$ cat config.mk
export PLATFORM = sky130hd
export DESIGN_NAME = ps2_host_tx_flat
export DESIGN_NICKNAME = d
export VERILOG_FILES = /design/src/rtl/ps2_host_tx_pkg.sv /design/src/rtl/ps2_host_tx_if.sv /design/src/rtl/ps2_host_tx_line_sync.sv /design/src/rtl/ps2_host_tx.sv /design/src/flat_wrapper.sv
export SDC_FILE = /design/constraint.sdc
export NUM_CORES = 1
export LEC_CHECK = 0
export BUFFER_PORTS_ARGS = -buffer_cell sky130_fd_sc_hd__buf_2
export CELL_PAD_IN_SITES_DETAIL_PLACEMENT = 2
export CELL_PAD_IN_SITES_GLOBAL_PLACEMENT = 2
export CORE_MARGIN = 1.5
export CORE_UTILIZATION = 35
export DETAILED_ROUTE_END_ITERATION = 10
export HOLD_SLACK_MARGIN = 0.06
export MAX_ROUTING_LAYER = met4
export PLACE_DENSITY = 0.77
export SYNTH_ARGS = -nofsm -noshare
export SYNTH_HDL_FRONTEND = slang
export SYNTH_SLANG_ARGS = --single-unit
$ cat constraint.sdc
create_clock -name CLK -period 2.4 [get_ports CLK]
set_clock_uncertainty 0.15 [all_clocks]
set_input_delay 0.24 -clock CLK [delete_from_list [all_inputs] [get_ports CLK]]
set_output_delay 0.24 -clock CLK [all_outputs]
set_load 0.05 [all_outputs]
$ cat src/rtl/ps2_host_tx_pkg.sv
// Shared types and constants for the PS/2 host transmitter: FSM state
// encoding, keyboard command bytes and the odd-parity helper.
package ps2_pkg;

   typedef enum logic [2:0] {
      IDLE      = 3'd0,
      INHIBIT   = 3'd1,
      REQ       = 3'd2,
      SHIFT     = 3'd3,
      ACK       = 3'd4,
      WAIT_IDLE = 3'd5
   } ps2_state_t;

   localparam logic [7:0] CMD_SET_LEDS = 8'hED;
   localparam logic [7:0] CMD_ECHO     = 8'hEE;
   localparam logic [7:0] CMD_ENABLE   = 8'hF4;
   localparam logic [7:0] CMD_RESET    = 8'hFF;
   localparam logic [7:0] ACK_BYTE     = 8'hFA;

   // Width of the shared inhibit/timeout cycle counter.
   localparam int TCNT_W = 20;

   function automatic logic odd_parity(input logic [7:0] d);
      return ~^d;
   endfunction

endpackage

$ cat src/rtl/ps2_host_tx_if.sv
// Command handshake between the system side and the PS/2 host transmitter.
// The system drives the byte and request; the transmitter answers with ready/done/err.
interface ps2_host_tx_if;

   logic [7:0] TX_DATA;
   logic       TX_VALID;
   logic       TX_READY;
   logic       TX_DONE;
   logic       TX_ERR;

   modport master (
      output TX_DATA,
      output TX_VALID,
      input  TX_READY,
      input  TX_DONE,
      input  TX_ERR
   );

   modport slave (
      input  TX_DATA,
      input  TX_VALID,
      output TX_READY,
      output TX_DONE,
      output TX_ERR
   );

endinterface

$ cat src/rtl/ps2_host_tx_line_sync.sv
// Two-flop synchroniser for one PS/2 pin with falling-edge detect; the
// glitch filter is built only when PS2_HOST_TX_CLK_FILTER_EN is defined.
module ps2_line_sync #(
   parameter int FILTER_LEN = 8
) (
   input  logic clk,
   input  logic rst_n,
   input  logic i_line,
   output logic o_level,
   output logic o_fall
);

   logic r_meta;
   logic r_sync;
   logic r_prev;
   logic w_level;

   // Lines idle high, so every stage resets to 1 to avoid a false fall.
   always_ff @(posedge clk or negedge rst_n) begin
      if (!rst_n) begin
         r_meta <= 1'b1;
         r_sync <= 1'b1;
      end else begin
         r_meta <= i_line;
         r_sync <= r_meta;
      end
   end

`ifdef PS2_HOST_TX_CLK_FILTER_EN
   localparam int FCNT_W = $clog2(FILTER_LEN + 1);

   logic [FCNT_W-1:0] r_fcnt;
   logic              r_filt;

   // Output follows the synced line only after FILTER_LEN samples in a row disagree with it.
   always_ff @(posedge clk or negedge rst_n) begin
      if (!rst_n) begin
         r_fcnt <= '0;
         r_filt <= 1'b1;
      end else if (r_sync == r_filt) begin
         r_fcnt <= '0;
      end else if (r_fcnt == FCNT_W'(FILTER_LEN - 1)) begin
         r_filt <= r_sync;
         r_fcnt <= '0;
      end else begin
         r_fcnt <= r_fcnt + 1'b1;
      end
   end

   assign w_level = r_filt;
`else
   assign w_level = r_sync;
`endif

   always_ff @(posedge clk or negedge rst_n) begin
      if (!rst_n) begin
         r_prev <= 1'b1;
      end else begin
         r_prev <= w_level;
      end
   end

   assign o_level = w_level;
   assign o_fall  = r_prev & ~w_level;

endmodule

$ cat src/rtl/ps2_host_tx.sv
// PS/2 host-to-device command transmitter with open-drain pull-low enables.
// Optional clock glitch filter: define PS2_HOST_TX_CLK_FILTER_EN.
module ps2_host_tx
   import ps2_pkg::*;
#(
   parameter int INHIBIT_CYCLES = 5000,
   parameter int TIMEOUT_CYCLES = 850000,
   parameter int FILTER_LEN     = 8
) (
   input  logic                 CLK,
   input  logic                 RESETN,
   ps2_host_tx_if.slave         tx,
   input  logic                 PS2_CLK_IN,
   input  logic                 PS2_DATA_IN,
   output logic                 PS2_CLK_OE,
   output logic                 PS2_DATA_OE,
   output logic                 BUS_OWNED
);

   localparam logic [TCNT_W-1:0] INH_LAST = TCNT_W'(INHIBIT_CYCLES - 1);
   localparam logic [TCNT_W-1:0] TO_LAST  = TCNT_W'(TIMEOUT_CYCLES - 1);

   logic w_clk_lvl;
   logic w_clk_fall;
   logic w_data_lvl;
   logic w_data_fall_unused;

   ps2_line_sync #(.FILTER_LEN(FILTER_LEN)) u_clk_sync (
      .clk     (CLK),
      .rst_n   (RESETN),
      .i_line  (PS2_CLK_IN),
      .o_level (w_clk_lvl),
      .o_fall  (w_clk_fall)
   );

   ps2_line_sync #(.FILTER_LEN(FILTER_LEN)) u_data_sync (
      .clk     (CLK),
      .rst_n   (RESETN),
      .i_line  (PS2_DATA_IN),
      .o_level (w_data_lvl),
      .o_fall  (w_data_fall_unused)
   );

   ps2_state_t        r_state;
   logic [7:0]        r_data;
   logic              r_par;
   logic [TCNT_W-1:0] r_cnt;
   logic [3:0]        r_bitcnt;
   logic              r_nack;
   logic              r_clk_oe;
   logic              r_data_oe;
   logic              r_ready;
   logic              r_bus;
   logic              r_done;
   logic              r_err;

   // r_cnt times the inhibit period, then is reused as the transfer watchdog.
   always_ff @(posedge CLK or negedge RESETN) begin
      if (!RESETN) begin
         r_state   <= IDLE;
         r_data    <= '0;
         r_par     <= 1'b0;
         r_cnt     <= '0;
         r_bitcnt  <= '0;
         r_nack    <= 1'b0;
         r_clk_oe  <= 1'b0;
         r_data_oe <= 1'b0;
         r_ready   <= 1'b1;
         r_bus     <= 1'b0;
         r_done    <= 1'b0;
         r_err     <= 1'b0;
      end else begin
         r_done <= 1'b0;
         case (r_state)
            IDLE: begin
               if (tx.TX_VALID && r_ready) begin
                  r_data   <= tx.TX_DATA;
                  r_par    <= odd_parity(tx.TX_DATA);
                  r_cnt    <= '0;
                  r_err    <= 1'b0;
                  r_ready  <= 1'b0;
                  r_bus    <= 1'b1;
                  r_clk_oe <= 1'b1;
                  r_state  <= INHIBIT;
               end else begin
                  r_ready <= 1'b1;
               end
            end

            INHIBIT: begin
               if (r_cnt == INH_LAST) begin
                  r_data_oe <= 1'b1;
                  r_state   <= REQ;
               end else begin
                  r_cnt <= r_cnt + 1'b1;
               end
            end

            REQ: begin
               r_clk_oe <= 1'b0;
               r_cnt    <= '0;
               r_bitcnt <= '0;
               r_state  <= SHIFT;
            end

            SHIFT, ACK, WAIT_IDLE: begin
               if (r_cnt == TO_LAST) begin
                  r_clk_oe  <= 1'b0;
                  r_data_oe <= 1'b0;
                  r_done    <= 1'b1;
                  r_err     <= 1'b1;
                  r_bus     <= 1'b0;
                  r_state   <= IDLE;
               end else begin
                  r_cnt <= r_cnt + 1'b1;
                  if (r_state == SHIFT) begin
                     // Host changes data while the device holds clock low.
                     if (w_clk_fall) begin
                        if (r_bitcnt < 4'd8) begin
                           r_data_oe <= ~r_data[r_bitcnt[2:0]];
                        end else if (r_bitcnt == 4'd8) begin
                           r_data_oe <= ~r_par;
                        end else begin
                           r_data_oe <= 1'b0;
                           r_state   <= ACK;
                        end
                        r_bitcnt <= r_bitcnt + 1'b1;
                     end
                  end else if (r_state == ACK) begin
                     if (w_clk_fall) begin
                        r_nack  <= w_data_lvl;
                        r_state <= WAIT_IDLE;
                     end
                  end else if (w_clk_lvl && w_data_lvl) begin
                     r_done  <= 1'b1;
                     r_err   <= r_nack;
                     r_bus   <= 1'b0;
                     r_state <= IDLE;
                  end
               end
            end

            default: begin
               r_clk_oe  <= 1'b0;
               r_data_oe <= 1'b0;
               r_bus     <= 1'b0;
               r_state   <= IDLE;
            end
         endcase
      end
   end

   assign tx.TX_READY = r_ready;
   assign tx.TX_DONE  = r_done;
   assign tx.TX_ERR   = r_err;
   assign PS2_CLK_OE  = r_clk_oe;
   assign PS2_DATA_OE = r_data_oe;
   assign BUS_OWNED   = r_bus;

endmodule

$ cat src/flat_wrapper.sv
// flat-port wrapper written by rule: the top's interface ports become plain ports
module ps2_host_tx_flat import ps2_pkg::*;
#(
   parameter int INHIBIT_CYCLES = 5000,
   parameter int TIMEOUT_CYCLES = 850000,
   parameter int FILTER_LEN     = 8
)
  (CLK, RESETN, PS2_CLK_IN, PS2_DATA_IN, PS2_CLK_OE, PS2_DATA_OE, BUS_OWNED, tx_TX_DATA, tx_TX_VALID, tx_TX_READY, tx_TX_DONE, tx_TX_ERR);
  ps2_host_tx_if tx_i ();
  input  logic CLK;
  input  logic RESETN;
  input  logic PS2_CLK_IN;
  input  logic PS2_DATA_IN;
  output logic PS2_CLK_OE;
  output logic PS2_DATA_OE;
  output logic BUS_OWNED;
  input wire logic [$bits(tx_i.TX_DATA)-1:0] tx_TX_DATA;
  input wire logic [$bits(tx_i.TX_VALID)-1:0] tx_TX_VALID;
  output wire logic [$bits(tx_i.TX_READY)-1:0] tx_TX_READY;
  output wire logic [$bits(tx_i.TX_DONE)-1:0] tx_TX_DONE;
  output wire logic [$bits(tx_i.TX_ERR)-1:0] tx_TX_ERR;
  assign tx_i.TX_DATA = tx_TX_DATA;
  assign tx_i.TX_VALID = tx_TX_VALID;
  assign tx_TX_READY = tx_i.TX_READY;
  assign tx_TX_DONE = tx_i.TX_DONE;
  assign tx_TX_ERR = tx_i.TX_ERR;
  ps2_host_tx #(.INHIBIT_CYCLES(INHIBIT_CYCLES), .TIMEOUT_CYCLES(TIMEOUT_CYCLES), .FILTER_LEN(FILTER_LEN)) u_core (.CLK(CLK), .RESETN(RESETN), .tx(tx_i), .PS2_CLK_IN(PS2_CLK_IN), .PS2_DATA_IN(PS2_DATA_IN), .PS2_CLK_OE(PS2_CLK_OE), .PS2_DATA_OE(PS2_DATA_OE), .BUS_OWNED(BUS_OWNED));
endmodule
**After elaboration in Yosys (flattened, before gate mapping)**

Cells that the tools add are included.

- Add/subtract/negate cells: 2
- Equal/unequal tests: 25
- Reductions and logical operators: 19
- Bitwise gates (word level): 9
- Multiplexer cells: 48
- Order comparisons: 2

Operators by type and width:

| cell | count |
|---|---|
| one-hot mux 20 bit (4 select lines) | 1 |
| two-way mux 20 bit | 3 |
| two-way mux 3 bit | 10 |
| two-way mux 1 bit | 24 |
| adder 20 x 1 -> 20 bit (second input constant) | 1 |
| equality test 20 x 13 -> 1 bit (second input constant) | 1 |
| equality test 20 bit (second input constant) | 1 |
| inequality test 4 x 3 -> 1 bit (second input constant) | 4 |
| AND reduction 5 bit | 3 |
| two-way mux 4 bit | 3 |
| one-hot mux 3 bit (4 select lines) | 1 |
| AND reduction 4 bit | 3 |
| inequality test 3 x 2 -> 1 bit (second input constant) | 3 |
| one-hot mux 1 bit (3 select lines) | 3 |
| inequality test 2 x 1 -> 1 bit (second input constant) | 4 |
| inverter 1 bit | 8 |
| one-hot mux 4 bit (2 select lines) | 1 |
| XNOR reduction 8 bit | 1 |
| AND reduction 7 bit | 1 |
| equality test 3 x 2 -> 1 bit (second input constant) | 2 |
| equality test 3 bit (second input constant) | 2 |
| inequality test 2 bit (second input constant) | 3 |
| inequality test 3 x 1 -> 1 bit (second input constant) | 2 |
| inequality test 5 x 1 -> 1 bit (second input constant) | 1 |
| 16 further kinds | 19 |

- Register bits after elaboration: 48
- Bits of input ports: 13
- Output and inout port bits: 6
- Logic and storage cells: 122

**Longest topological paths before layout**

Gate-level depths: netlist of the first run.

- Depth after elaboration: 8
- Mapped depth: 8
- Gate-level depth less buffers: 7

**Modules after synthesis**

Synthesis of the first run repeated with hierarchy kept, for this count alone.

- Cell total of the unflattened synthesis: 286
- Area total of the unflattened synthesis: 2758.9 um2

By module, submodules not included:

| module | instances | seq. area each (um2) | cells an instance | area each (um2) |
|---|---|---|---|---|
| ps2_host_tx | 1 | 1077.3 | 278 | 2573.7 |
| ps2_line_sync | 2 | 78.8 | 4 | 92.6 |

**Worst setup path after synthesis of the first run**

OpenSTA, ideal clock, no wires.

- Path type: reg2reg
- Start point: reg u_core.r_cnt[16]
- End point: reg u_core.r_data_oe (netlist: u_core.PS2_DATA_OE)
- Library setup time: 0.125 ns
- Stages on the path, launching flop included: 6
- Path buffers: 0
- Required time: 2.125 ns
- Setup slack: 0.107 ns
- Period minus slack after synthesis: 2.293 ns
- Arrival: 2.019 ns
- Path through: dfrtp_1 or4_4 nor4_4 nand3_1 a211oi_1 mux2_2

- Word-level cells in the longest chain between the ends: 3
- Elaborated cells between the ends (all ways): 8
- Classes of those cells: eq/ne: 5; mux: 2; reduce/logical: 1

Ends and longest elaborated chain:

| element | line | text |
|---|---|---|
| from (decl) | ps2_host_tx.sv:47 | `logic [TCNT_W-1:0] r_cnt;` |
| from (signal assigned) | ps2_host_tx.sv:95 | `r_cnt <= r_cnt + 1'b1;` |
| from (signal assigned) | ps2_host_tx.sv:115 | `r_cnt <= r_cnt + 1'b1;` |
| equality test 20 bit or equality test 20 x 13 -> 1 bit (tied branches) | ps2_host_tx.sv:107, ps2_host_tx.sv:91 |  |
| inequality test 3 x 1 -> 1 bit (no source line) (tied with other cells) | n/a |  |
| AND reduction 4 bit (no source line) or one-hot mux 1 bit (3 select lines) (tied branches) | n/a |  |
| to (signal assigned) | ps2_host_tx.sv:120 | `r_data_oe <= ~r_data[r_bitcnt[2:0]];` |
| to (signal assigned) | ps2_host_tx.sv:122 | `r_data_oe <= ~r_par;` |
| to (decl) | ps2_host_tx.sv:51 | `logic r_data_oe;` |

Several ways; a longest one is shown, not always the timed one.
A chain may end at the register's enable or synchronous reset.

**Final worst setup path of the first run**

- Start point: reg u_core.r_cnt[4]
- End point: reg u_core.r_bus (netlist: u_core.BUS_OWNED)

- Word-level cells in the longest chain between the ends: 3
- Elaborated cells between the ends (all ways): 7
- Classes of those cells: eq/ne: 4; mux: 2; reduce/logical: 1

Ends and longest elaborated chain:

| element | line | text |
|---|---|---|
| equality test 20 bit (*) | ps2_host_tx.sv:107 | `if (r_cnt == TO_LAST) begin` |
| inequality test 3 x 2 -> 1 bit (no source line) (tied with other cells) | n/a |  |
| AND reduction 5 bit (no source line) or one-hot mux 1 bit (3 select lines) (tied branches) | n/a |  |
| to (signal assigned) | ps2_host_tx.sv:112 | `r_bus <= 1'b0;` |
| to (signal assigned) | ps2_host_tx.sv:137 | `r_bus <= 1'b0;` |
| to (signal assigned) | ps2_host_tx.sv:146 | `r_bus <= 1'b0;` |
| to (decl) | ps2_host_tx.sv:53 | `logic r_bus;` |

Every way passes the cells marked *; elsewhere a longest branch is shown, timed or not.

==> out/summary.txt, run 1 <==
Initial DRT Pass Iterations - 4
total wire length - 9170 um
post-route ant nets - 0
switching share of power - 22.6%
sequential cell area fraction in the yosys report - 43.9%
pwr/cell area - 439 mW/mm2
Synth Area in Adders - 1.36%
Mapped Area - 0.00275 mm2
Tightest Pin Transition - 0.575 ns
ys async rst share - 100%
CTS tree - done
drt drc - 0
Main synth FF type - dfrtp_1
final core utilization - 44.4%
WS Path Type - register to register
Skew-Pair Late Insertion Delay - 0.31 ns
power share of the combinational group - 5.2%
Rel. slew slack - 61.7%
core region area - 0.00769 mm2
post-layout min period - 2.38 ns
Synth Area in Simple Gates - 19.7%
VDD IR max - 0.367 mV
number of enable flip-flop cells after synthesis - 0
nets - 350
IO Port Bufs - 18
max-slew violations - 0
Leak - 1.45 nW
cell count after synthesis - 285
Clock transition at path regs - 0.10 ns
XOR/XNOR share of the synthesized area - 2.23%
largest net degree at the start of global routing - 27
compound-cell area share of the yosys netlist - 22.5%
DP HPWL - 6450 um
top cells by area, synth - dfrtp_1, o31ai_1, dfstp_2
sequential share of power - 54.5%
Max Fclk - 0.420 GHz
Critical Path RT - 2.45 ns
Startpoint Class - register
Cell variety after synth - 54
switching pwr - 339 uW
Synth top area share - 38.2%
largest family of logic cells by synthesized area - compound AO/OA/AOI/OAI gates
CTS H-tree depth - 2
Syn-to-layout area delta - 24.1%
GPL Wtd Cong - 0.844
CTS Buffer Depth - 2
fraction of final layout cells sized beyond drive strength 1 - 26.9%
status - finished, final reports clean
Pint - 1.16 mW
initial antenna violation count - 0
die width - 91.7 um
final setup fails - 0
Worst EP arrival - 2.43 ns
cts bufs inserted - 5
CP endpoint kind - register
first-pass GRT wire length - 15100 um
setup_tns - 0 ns
final hold viol count - 0
Clock Sinks - 48
num ports - 19
period utilization - 99.3%
ANT cells - 0
Worst Setup Slack, final - 0.0179 ns
DR vias/cell - 5.89
clock root buffer - clkbuf_8
Hold WC Path Type - input pin to register
synthesized area per cell - 9.66 um2
Vias - 2576
Clock Power Share - 40.2%
WL per Instance - 21.0 um
area leader, netlist - dfrtp_1
vias in the first global route - 2808
Synth Net Count - 301
FP Rows - 32
Iteration-0 DRC Markers - 115
Ys Warns - 0
GRT Total Usage - 23.6%
unrepaired setup endpoints after global routing - true
max-cap viol count - 0
die area - 0.00841 mm2
flop and latch count out of synthesis - 48
die height - 91.7 um
mux cell area share after synthesis - 6.50%
Crit Path Max Fanout - 5
Place WS - 0.00224 ns
GR Overflow Total - 0
Starting Density - 35.8%
==> area by class of cell <==
type	instances	area, um2
fillers	828	4270
multi-input cells	212	1480
flip-flops and latches	48	1210
repair buffers	60	459
well taps	102	128
clock buffers	5	68.8
clock inverters	3	42.5
inverters	7	26.3
==> synthesized netlist by cell type (2+ instances only) <==
library cell   n
dfrtp_1       42
o31ai_1       28
nand2_1       19
nand3_1       19
o21ai_0       18
nor2_1        16
clkbuf_1      12
mux2_2        11
a31oi_1        9
nand4_1        9
a21oi_1        8
inv_1          7
xnor2_1        7
dfstp_2        6
nand2b_1       6
nor4_1         6
and3_1         5
o211ai_1       5
buf_2          4
ha_1           3
nor2b_1        3
a211oi_1       2
a21o_1         2
a22oi_1        2
and4_1         2
buf_4          2
mux4_2         2
nand3b_1       2
o21ai_1        2
o41ai_1        2
==> repair_timing <==
item	4_1_cts	5_1_grt
hold endpoints to repair	31	0
resized for setup	0	9
hold buffers	10	0
cloned	0	0
endpoints found under the setup margin	2	26
setup buffers	0	3
pin swaps	1	4
==> path summary, 6_finish.rpt <==
check | start | to | slack, ns | depth (start not counted)
min | tx_TX_DATA[1] | u_core.r_data[1] | 0.07 | 2
max reg2reg | u_core.r_cnt[4] | u_core.BUS_OWNED | 0.02 | 7
max | u_core.r_cnt[4] | u_core.BUS_OWNED | 0.02 | 7
min in group asynchronous | RESETN | u_core.r_cnt[13] | 0.30 | 2
min reg2reg | u_core.u_clk_sync.r_meta | u_core.u_clk_sync.o_level | 0.22 | 0
max in group asynchronous | RESETN | u_core.u_clk_sync.o_level | 1.17 | 3
==> flip-flops by register name, summed over array words and instances (netlist names) <==
signal / cells
u_core.r_state: 3
u_core.PS2_CLK_OE: 1
u_core.tx.TX_ERR: 1
u_core.u_clk_sync.r_prev: 1
u_core.r_cnt: 20
u_core.u_clk_sync.o_level: 1
u_core.r_bitcnt: 4
u_core.u_data_sync.o_level: 1
u_core.PS2_DATA_OE: 1
u_core.r_data: 8
u_core.r_par: 1
u_core.tx.TX_DONE: 1
u_core.u_clk_sync.r_meta: 1
u_core.BUS_OWNED: 1
u_core.r_nack: 1
u_core.u_data_sync.r_meta: 1
u_core.tx.TX_READY: 1
==> cell usage in the layout (no fill, tap or decap), types with 3 or more instances in the layout <==
cell type	Yosys	layout
and3_1	5	5
nand4_1	9	9
nor4_1	6	5
o31ai_1	28	28
buf_2	4	18
inv_1	7	7
dlygate4sd3_1	0	10
nand3_1	19	18
nor2b_1	3	3
o21ai_0	18	18
o211ai_1	5	5
nand2_1	19	19
dfstp_2	6	6
a21oi_1	8	8
dfrtp_1	42	42
a31oi_1	9	9
nand2b_1	6	6
ha_1	3	3
buf_4	2	29
mux2_2	11	10
nor2_1	16	16
clkbuf_8	0	5
xnor2_1	7	7
==> per-stage QoR <==
stage / hold WS [ns] / power (mW) / instances / instance area (um2)
final: 0.0743 / 1.50 / 437 / 3420
after global routing: 0.0718 / 1.55 / 437 / 3420
after CTS: 0.0702 / 1.51 / 434 / 3350
after detailed placement: 0.122 / 0.899 / 416 / 3140
after global placement: 0.116 / 0.896 / 416 / 3140
after floorplan: -0.206 / 0.858 / 285 / 2750
==> power by group through the flow <==
| stage | clock network [mW] | registers [mW] | logic (mW) |
|---|---|---|---|
| 3_5_place_dp | 0 | 0.834 | 0.0648 |
| 5_1_grt | 0.643 | 0.819 | 0.0866 |
| 3_3_place_gp | 0 | 0.833 | 0.0628 |
| 4_1_cts | 0.618 | 0.819 | 0.0775 |
| 6_report | 0.604 | 0.818 | 0.0784 |
| 2_1_floorplan | 0 | 0.833 | 0.0245 |
==> critical path, stage by stage (launching register included) <==
cell     delay, ns
dfrtp_1       0.39
or4_4         0.57
nor4_4        0.29
buf_4         0.20
buf_4         0.12
nand3_1       0.09
and3_1        0.20
a311o_1       0.26
==> routing by layer <==
layer / up-vias / share of wire (%) / global-route usage [%]
met2: 29 / 50 / 38.3
met4: 0 / 0.69 / 4.95
met3: 7 / 1.6 / 3.07
li1: 1195 / - / -
met1: 1345 / 48 / 31.9
met5: - / 0 / -
==> cell families after synthesis <==
kind of cell,Yosys count
adder cells (fa/ha/maj),3
flip-flops,48
XOR/XNOR,7
AO/OA/AOI/OAI,90
multiplexers,14
buffers and inverters,25
AND/OR/NAND/NOR,98
Power figures use the tool's default switching activity.
==> inputs of run 2 (changes only) <==
Settings changed: ABC_AREA from default to 1, CORE_UTILIZATION 35 to 31, PLACE_DENSITY 0.77 to 0.76.
==> out/summary.txt, run 2 <==
status - finished, final reports clean
Post-synth top cells - nand2_1, nor2_1, inv_1
GRT Total Usage - 20.0% (-3.6 points)
register with the most flip-flops - u_core.r_cnt
DP HPWL - 6930 um (+7.4%)
dpl cell area - 0.00320 mm2 (+1.8%)
GR Overflow Total - 0 (unchanged)
Tightest Pin Transition - 0.394 ns (-0.181 ns)
Worst EP arrival - 2.21 ns (-0.22 ns)
die height - 101 um (+9.6%)
IO Port Bufs - 18 (unchanged)
Crit Path Max Fanout - 6 (+1)
Mapped Area - 0.00295 mm2 (+7.1%)
Startpoint Class - register
Synth Net Count - 430 (+43%)
vias in the first global route - 3038 (+8.2%)
synthesized area per cell - 7.12 um2 (-26%)
CP endpoint kind - register
WL per Instance - 15.3 um (-27%)
die area - 0.0101 mm2 (+20%)
GPL Wtd Cong - 0.815 (-3.4%)
VDD IR max - 0.317 mV (-13%)
largest registers - u_core.r_cnt: 20 flops, u_core.r_data: 8 flops, u_core.r_bitcnt: 4 flops
power share of the combinational group - 42.3% (+37 points)
number of enable flip-flop cells after synthesis - 0 (unchanged)
ys async rst share - 100% (unchanged)
max-slew violations - 0 (unchanged)
max reg flops - 20 (unchanged)
switching pwr - 1.37 mW (+300%)
Clock Sinks - 48 (unchanged)
sequential cell area fraction in the yosys report - 41.0% (-2.9 points)
max-cap viol count - 0 (unchanged)
CTS H-tree depth - 2 (unchanged)
pwr/cell area - 895 mW/mm2 (+100%)
Main synth FF type - dfrtp_1
Syn-to-layout area delta - 16.3%
Initial DRT Pass Iterations - 4 (unchanged)
flop and latch count out of synthesis - 48 (unchanged)
core region area - 0.00924 mm2 (+20%)
top cells by area, synth - dfrtp_1, nand2_1, nor2_1
Iteration-0 DRC Markers - 60 (-48%)
setup_tns - 0 ns (unchanged)
post-route cell area - 0.00343 mm2 (+0.37%)
Vias - 2700 (+4.8%)
Hold WC Path Type - input pin to register
CTS tree - done
drt drc - 0 (unchanged)
final hold viol count - 0 (unchanged)
most frequent cell after synthesis - nand2_1
Critical Path RT - 2.47 ns (+0.02 ns)
die width - 101 um (+9.6%)
Starting Density - 31.9% (-3.9 points)
Synth top area share - 35.7% (-2.5 points)
final setup fails - 0 (unchanged)
clock root buffer - clkbuf_8
final core utilization - 37.1% (-7.3 points)
largest net degree at the start of global routing - 29 (+7.4%)
cts bufs inserted - 5 (unchanged)
switching share of power - 44.6% (+22 points)
ANT cells - 0 (unchanged)
CTS Buffer Depth - 2 (unchanged)
num ports - 19 (unchanged)
post-layout min period - 2.14 ns (-0.239 ns)
period utilization - 89.3% (-10 points)
Rel. slew slack - 73.5% (+12 points)
Ys Warns - 0 (unchanged)
Clock Power Share - 21.1% (-19 points)
FP Rows - 35 (+9.4%)
Max Fclk - 0.467 GHz (+11%)
Cell variety after synth - 32 (-41%)
most frequent cells in the layout - nand2_1, nor2_1, inv_1
initial antenna violation count - 0 (unchanged)
WS Path Type - register to register
DR vias/cell - 4.66 (-21%)
total wire length - 8850 um (-3.5%)
Place WS - 0.260 ns (+0.257 ns)
Clock transition at path regs - 0.10 ns (about the same)
Pint - 1.70 mW (+46%)
cell count after synthesis - 414 (+45%)
first-pass GRT wire length - 15300 um (+1.5%)
nets - 465 (+33%)
Skew-Pair Late Insertion Delay - 0.31 ns (about the same)
post-cts sizing count - 0 (unchanged)
post-route ant nets - 0 (unchanged)
fraction of final layout cells sized beyond drive strength 1 - 14.2% (-13 points)
unrepaired setup endpoints after global routing - false
most common library cell in the layout ignoring fill and taps - nand2_1
area leader, netlist - dfrtp_1
Leak - 1.64 nW (+13%)
sequential share of power - 36.6% (-18 points)
Worst Setup Slack, final - 0.257 ns (+0.239 ns)
run 2: changes by cell type after synthesis, sizes merged, moves of 11 or more:
cell,before,now
nand2,19,138
xor2,0,18
nand3,19,35
o21ai,20,32
nor2,17,61
mux2,11,0
clkbuf,12,1
inv,7,52
o31ai,28,2
run 2: worst max-delay path, stage by stage (launching register included):
cell and delay [ns]:
dfrtp_1 0.43, ha_1 0.33, nand3_4 0.14, clkinv_2 0.10, nand3_1 0.09, nor2_1 0.27, nor2_1 0.13, nor2_2 0.20
nand2_2 0.09, nand2_1 0.07, nand2_1 0.05
run 2: per-layer routing:
metal | GRT usage (%) | up-vias | share of wire, %
li1 | - | 1350 | -
met1 | 26.3 | 1314 | 48
met2 | 32.8 | 29 | 49
met3 | 2.98 | 7 | 2.1
met4 | 4.55 | 0 | 0.95
met5 | - | - | 0
run 2: cell type report:
class,count,area [um2]
multi-input combinational,307,1500
inverter,54,206
fill,1128,5810
timing repair buffer,33,230
clock buffer,6,82.6
tap,129,161
clock inverter,2,38.8
sequential,48,1210
run 2: repair_timing:
item / in CTS / in global routing
hold endpoints to repair: 57 / 0
setup buffers: 0 / 0
hold buffers: 11 / 0
run 2: kinds of logic after synthesis:
family	share of synthesized area, %
AOI/OAI and AO/OA	7.26
xor gates and xnor gates	7.43
adders and majority gates	1.27
buffers and inverters	8.11
DFF	41.0
and+or+nand+nor	34.9
run 2: per-stage QoR:
stage	cells	power, mW	hold slack [ns]
2_1_floorplan	414	2.07	-0.206
3_3_place_gp	560	2.40	0.0919
3_5_place_dp	560	2.46	0.0913
4_1_cts	579	3.13	0.109
5_1_grt	579	3.34	0.115
6_report	579	3.07	0.115
run 2: worst paths after layout:
check	startpoint	to	slack, ns	depth (start not counted)
setup reg to reg	u_core.r_cnt[0]	u_core.r_state[0]	0.26	10
max in group asynchronous	RESETN	u_core.tx.TX_READY	1.44	3
hold / removal	tx_TX_VALID	u_core.tx.TX_READY	0.12	4
hold reg to reg	u_core.u_data_sync.r_meta	u_core.u_data_sync.o_level	0.21	0
setup / recovery	u_core.r_cnt[0]	u_core.r_state[0]	0.26	10
min in group asynchronous	RESETN	u_core.r_cnt[16]	0.30	3
run 2: power groups by stage:
stage               Combinational [mW]  Clock, mW  Sequential, mW
detailed placement                1.31          0            1.14
floorplan                        0.857          0            1.22
global placement                  1.26          0            1.14
global route                      1.50      0.695            1.15
finish                            1.30      0.648            1.12
CTS                               1.33      0.673            1.13
